--- src/rtl/single_register32_pkg.sv ---
`default_nettype none
// ============================================================================
//  Module      : single_register32_pkg
//  Description : Constants shared by the register bank, its write decoder and
//                the per-register storage cell.
//                  DATA_WIDTH          - word width of every bank register
//                  DEFAULT_RESET_VALUE - word loaded into a register on reset
//  Revision    : 1.0  initial release
// ============================================================================
package single_register32_pkg;

    localparam int                    DATA_WIDTH          = 32;
    localparam logic [DATA_WIDTH-1:0] DEFAULT_RESET_VALUE = '0;

endpackage : single_register32_pkg
`default_nettype wire

--- src/rtl/dff_en.sv ---
`default_nettype none
// ============================================================================
//  Module      : dff_en
//  Description : Single-bit flip-flop with a load enable and a synchronous,
//                active-high reset to a per-instance reset value.
//  Ports       : clk - clock, state updates on the rising edge
//                rst - synchronous reset, takes priority over en
//                en  - load enable, d is captured when high
//                d   - data bit
//                q   - stored bit
//  Revision    : 1.0  initial release
// ============================================================================
module dff_en #(
    parameter logic RESET_BIT = 1'b0
) (
    input  logic clk,
    input  logic rst,
    input  logic en,
    input  logic d,
    output logic q
);

    logic r_q;

    always_ff @(posedge clk) begin
        if (rst) begin
            r_q <= RESET_BIT;
        end else if (en) begin
            r_q <= d;
        end
    end

    // Output comes straight from the flop; there is no path from d to q.
    assign q = r_q;

endmodule : dff_en
`default_nettype wire

--- src/rtl/single_register32.sv ---
`default_nettype none
// ============================================================================
//  Module      : single_register32
//  Description : One storage cell of the 16-entry register bank. Captures the
//                shared write bus when its one-hot enable bit is set and
//                continuously presents the stored word for read muxing.
//  Ports       : clk - clock, state updates on the rising edge
//                rst - synchronous active-high reset, loads RESET_VALUE
//                en  - write enable from the bank decoder
//                Din - shared write-data bus
//                q   - stored word
//  Revision    : 1.0  initial release
// ============================================================================
module single_register32
    import single_register32_pkg::*;
#(
    parameter int               WIDTH       = DATA_WIDTH,
    parameter logic [WIDTH-1:0] RESET_VALUE = DEFAULT_RESET_VALUE
) (
    input  logic             clk,
    input  logic             rst,
    input  logic             en,
    input  logic [WIDTH-1:0] Din,
    output logic [WIDTH-1:0] q
);

    logic [WIDTH-1:0] w_q;

    // One enabled flop per bit, each with its own reset bit so any reset
    // pattern can be produced without a separate load path.
    genvar gi;
    generate
        for (gi = 0; gi < WIDTH; gi = gi + 1) begin : g_bit
            dff_en #(
                .RESET_BIT (RESET_VALUE[gi])
            ) u_dff (
                .clk (clk),
                .rst (rst),
                .en  (en),
                .d   (Din[gi]),
                .q   (w_q[gi])
            );
        end
    endgenerate

    assign q = w_q;

endmodule : single_register32
`default_nettype wire

--- config.mk ---
export PLATFORM = sky130hd
export DESIGN_NAME = single_register32
export DESIGN_NICKNAME = d
export VERILOG_FILES = /design/src/rtl/single_register32_pkg.sv /design/src/rtl/dff_en.sv /design/src/rtl/single_register32.sv
export SDC_FILE = /design/constraint.sdc
export NUM_CORES = 1
export LEC_CHECK = 0
export ABC_CLOCK_PERIOD_IN_PS = 810
export CORE_UTILIZATION = 40
export CTS_CLUSTER_DIAMETER = 120
export CTS_CLUSTER_SIZE = 8
export DETAILED_ROUTE_END_ITERATION = 16
export PLACE_DENSITY_LB_ADDON = 0.15
export SLEW_MARGIN = 20
export SYNTH_ARGS = -nofsm -noshare
export SYNTH_HDL_FRONTEND = slang
export SYNTH_SLANG_ARGS = --single-unit
--- constraint.sdc ---
create_clock -name clk -period 0.81 [get_ports clk]
set_input_delay 0.162 -clock clk [delete_from_list [all_inputs] [get_ports clk]]
set_output_delay 0.162 -clock clk [all_outputs]
set_load 0.01 [all_outputs]
After elaboration in Yosys (flattened, before gate mapping). Cells that the tools add are included.

Bits in registers: 32. Output and inout bits: 32. Word-level logic and storage cells: 32.

Longest topological paths before layout.
Depth in word-level cells: 0. Gate-level depth with buffers: 4. Gate-level depth less buffers: 2.

By module. A second synthesis with hierarchy kept.

Cells, all modules: 96. Area, all modules: 1081.0 um2.

By module, submodules not included: dff_en (times used 32, cells an instance 3, area each 33.8 um2, sequential area each 20.0 um2).

Worst setup path before layout. Ideal clock, no wire load.

Kind: input port to flip-flop. Start: input port en. End: register g_bit[0].u_dff.r_q. Data arrival time: 0.627 ns. Path slack: 0.055 ns. Stages: 4. Path buffers: 2. Cells stage by stage: buf_6 -> buf_12 -> mux2i_1 -> nor2_1.

RTL lines: start: declaration (RTL line single_register32.sv:22) `input logic en,`; end signal: assignment (RTL line dff_en.sv:27) `r_q <= RESET_BIT;`; end signal: assignment (RTL line dff_en.sv:29) `r_q <= d;`; end: declaration (RTL line dff_en.sv:23) `logic r_q;`.

Final worst setup path.
Start: register g_bit[10].u_dff.r_q. End: output port q[10].

RTL lines: start: declaration (RTL line dff_en.sv:23); start signal: assignment (RTL line dff_en.sv:27); start signal: assignment (RTL line dff_en.sv:29); end: declaration (RTL line single_register32.sv:24) `output logic [WIDTH-1:0] q`.

No word-level cell between the ends.

==> reports/qor.csv <==
metric,value,unit
CORE AREA,3340,sq um
ANT cells,0,
GRT Residual Overflow,0,
Psw,0.774,mW
ranking of synthesized cells by area,"dfxtp_1, mux2i_1, buf_4",
via count,976,
count of different cell masters after synthesis,7,
static leakage,0.943,nW
Row Count,21,
Cell Pwr Density,1660,nW/um^2
CTS tree,built,
failing checks,setup timing,
placed insts,214,
Die ar.,3750,sq um
WS Path Type,register to output port,
Comb pwr share,19.5,%
latest clock arrival within the worst-skew pair,320,ps
setup_tns,-3640,ps
DRT Wirelength,2.56,mm
PnR worst setup slack,-125,ps
I/O pin total,67,
DRT Pass-1 Iters,2,
Main synth FF type,dfxtp_1,
CP top delay family,flip-flops,
Vias/cell,4.38,
clock tree buffer depth,2,
Finished Layout Cells,223,
global-route wire length before repair,4.00,mm
Startpoint Class,register,
register area share after synthesis,45.6,%
"Buf+Inv Stages, Crit Path",1,
syn nets,170,
Period minus WS final,935,ps
Min-Delay Path Class,primary input to register,
Crit path arrival time,770,ps
worst-path fanout max,2,
Layout Cell Area excl Fill,2040,sq um
"CTS clk-pin slew, worst paths",90,ps
port buffer count,66,
number of remaining DRC errors,0,
area share of the leading cell type in the synthesized netlist,45.6,%
Synth top cells by count,"buf_4, dfxtp_1, mux2i_1, nor2_1",
effective utilization at floorplan,42.1,%
relative slew slack,89.4,%
Die X-Extent,61.2,um
FF-to-FF path depth,3,
chip height,61.2,um
FMAX,1070,MHz
#FFs+latches synth,32,
ys async rst share,0,%
RSZ-0062 raised after global routing,yes,
Sink Count,32,
critical path depth in cells,1,
Cell Int Power,2.62,mW
DP Worst Slack,-262,ps
Starting DRT DRC Count,19,
Mean Syn Cell Area,10.4,sq um
Reg power frac,51.6,%
final-stage net count,212,
Post-Syn Instances,135,
Root Buffer,clkbuf_4,
maximum vdd drop,0.000910,V
"Slowest-stage cell, CP",dfxtp_2,
CP required,650,ps
crit share post-route,115,%
DRT antenna net count,0,
worst-margin pin slew,154,ps
Worst setup EP type,output port,
Layout area overhead,45.1,%
TritonCTS Buffers,5,
vias in the first global route,969,
final hold vios,0,
Total Power,3.39,mW
clock skew,0,ps
Clock power frac,28.9,%
layout cell share with drive strength beyond 1,45.2,%
Ys Warns,0,
initial antenna violation count,0,
Switching Fraction,22.8,%
max capacitance violation total,0,
Worst path max stage delay,360,ps
gp weighted congestion,0.593,
Total GRT Usage,15.1,%
CTS H-tree depth,2,
Placed Area,1880,sq um
Worst Hold Depth,4,
crit-path cells,buf_6,
CTS Hold Bufs,0,
fin. max-slew vios,0,
pin count of the biggest net entering global routing,33,
status,"complete, but fails checks",
dpl hpwl,1.79,mm
max reg flops,32,
"area leader, netlist",dfxtp_1,
# setup viols final,32,
"EDFF count, synth",0,
drt wl/cell,11.5,um
Post-Syn Area,1400,sq um
==> layout make-up <==
| class | instances | area [sq um] |
|---|---|---|
| timing repair buffer | 74 | 793 |
| fill | 306 | 1300 |
| clock buffer | 7 | 65.1 |
| multi-input combinational | 64 | 440 |
| tap | 46 | 57.6 |
| sequential | 32 | 681 |
==> layout by cell type (no fill, tap or decap), drive strengths merged <==
master / netlist / routed
buf: 36 / 41
mux2i: 32 / 32
dfxtp: 32 / 32
clkdlybuf4s50: 0 / 33
clkbuf: 3 / 7
nor2: 32 / 32
==> power groups by stage <==
| stage | clock [mW] | combinational [mW] | sequential, mW |
|---|---|---|---|
| final | 0.979 | 0.661 | 1.75 |
| after global routing | 1.08 | 0.718 | 1.76 |
| after CTS | 1.01 | 0.671 | 1.75 |
| after detailed placement | 0 | 0.645 | 1.75 |
| after global placement | 0 | 0.634 | 1.75 |
| after floorplan | 0 | 0.396 | 1.74 |
==> logic make-up (layout without fill, tap and decap cells) <==
group,count (synthesis),in the layout,share of synthesized area (%)
multiplexers,32,32,22.8
buffers and inverters,39,81,23.0
AND/OR/NAND/NOR,32,32,8.56
flip-flops,32,32,45.6
==> routing by layer <==
layer / global-route usage [%] / vias up / routed length [um]
met5: 0 / - / 0
met4: 5.84 / 0 / 27
met3: 8.40 / 5 / 270
met2: 26.4 / 43 / 1350
met1: 14.8 / 445 / 909
li1: - / 483 / -
==> per-stage QoR <==
step,hold slack [ps],util [%]
floorplan,234,-
global placement,470,56.2
detailed placement,482,56.2
CTS,334,61.0
global route,356,61.0
finish,344,61.0
==> worst min-delay path, cell delays in order <==
cell,delay [ps]
buf_2,140
buf_12,170
mux2i_1,80
nor2_1,70
==> repair_timing <==
item,4_1_cts,5_1_grt
setup endpoints to repair,32,32
resized for setup,192,0
buffers inserted,2,0
==> path summary, 6_finish.rpt <==
| check | startpoint | endpoint | slack (ps) |
|---|---|---|---|
| setup / recovery | g_bit[10].u_dff.q | q[10] | -120 |
| setup reg to reg | g_bit[29].u_dff.q | g_bit[29].u_dff.q | 80 |
| hold reg to reg | g_bit[14].u_dff.q | g_bit[14].u_dff.q | 500 |
| hold / removal | en | g_bit[1].u_dff.q | 340 |
No activity file was read; power rests on OpenSTA's default activity.
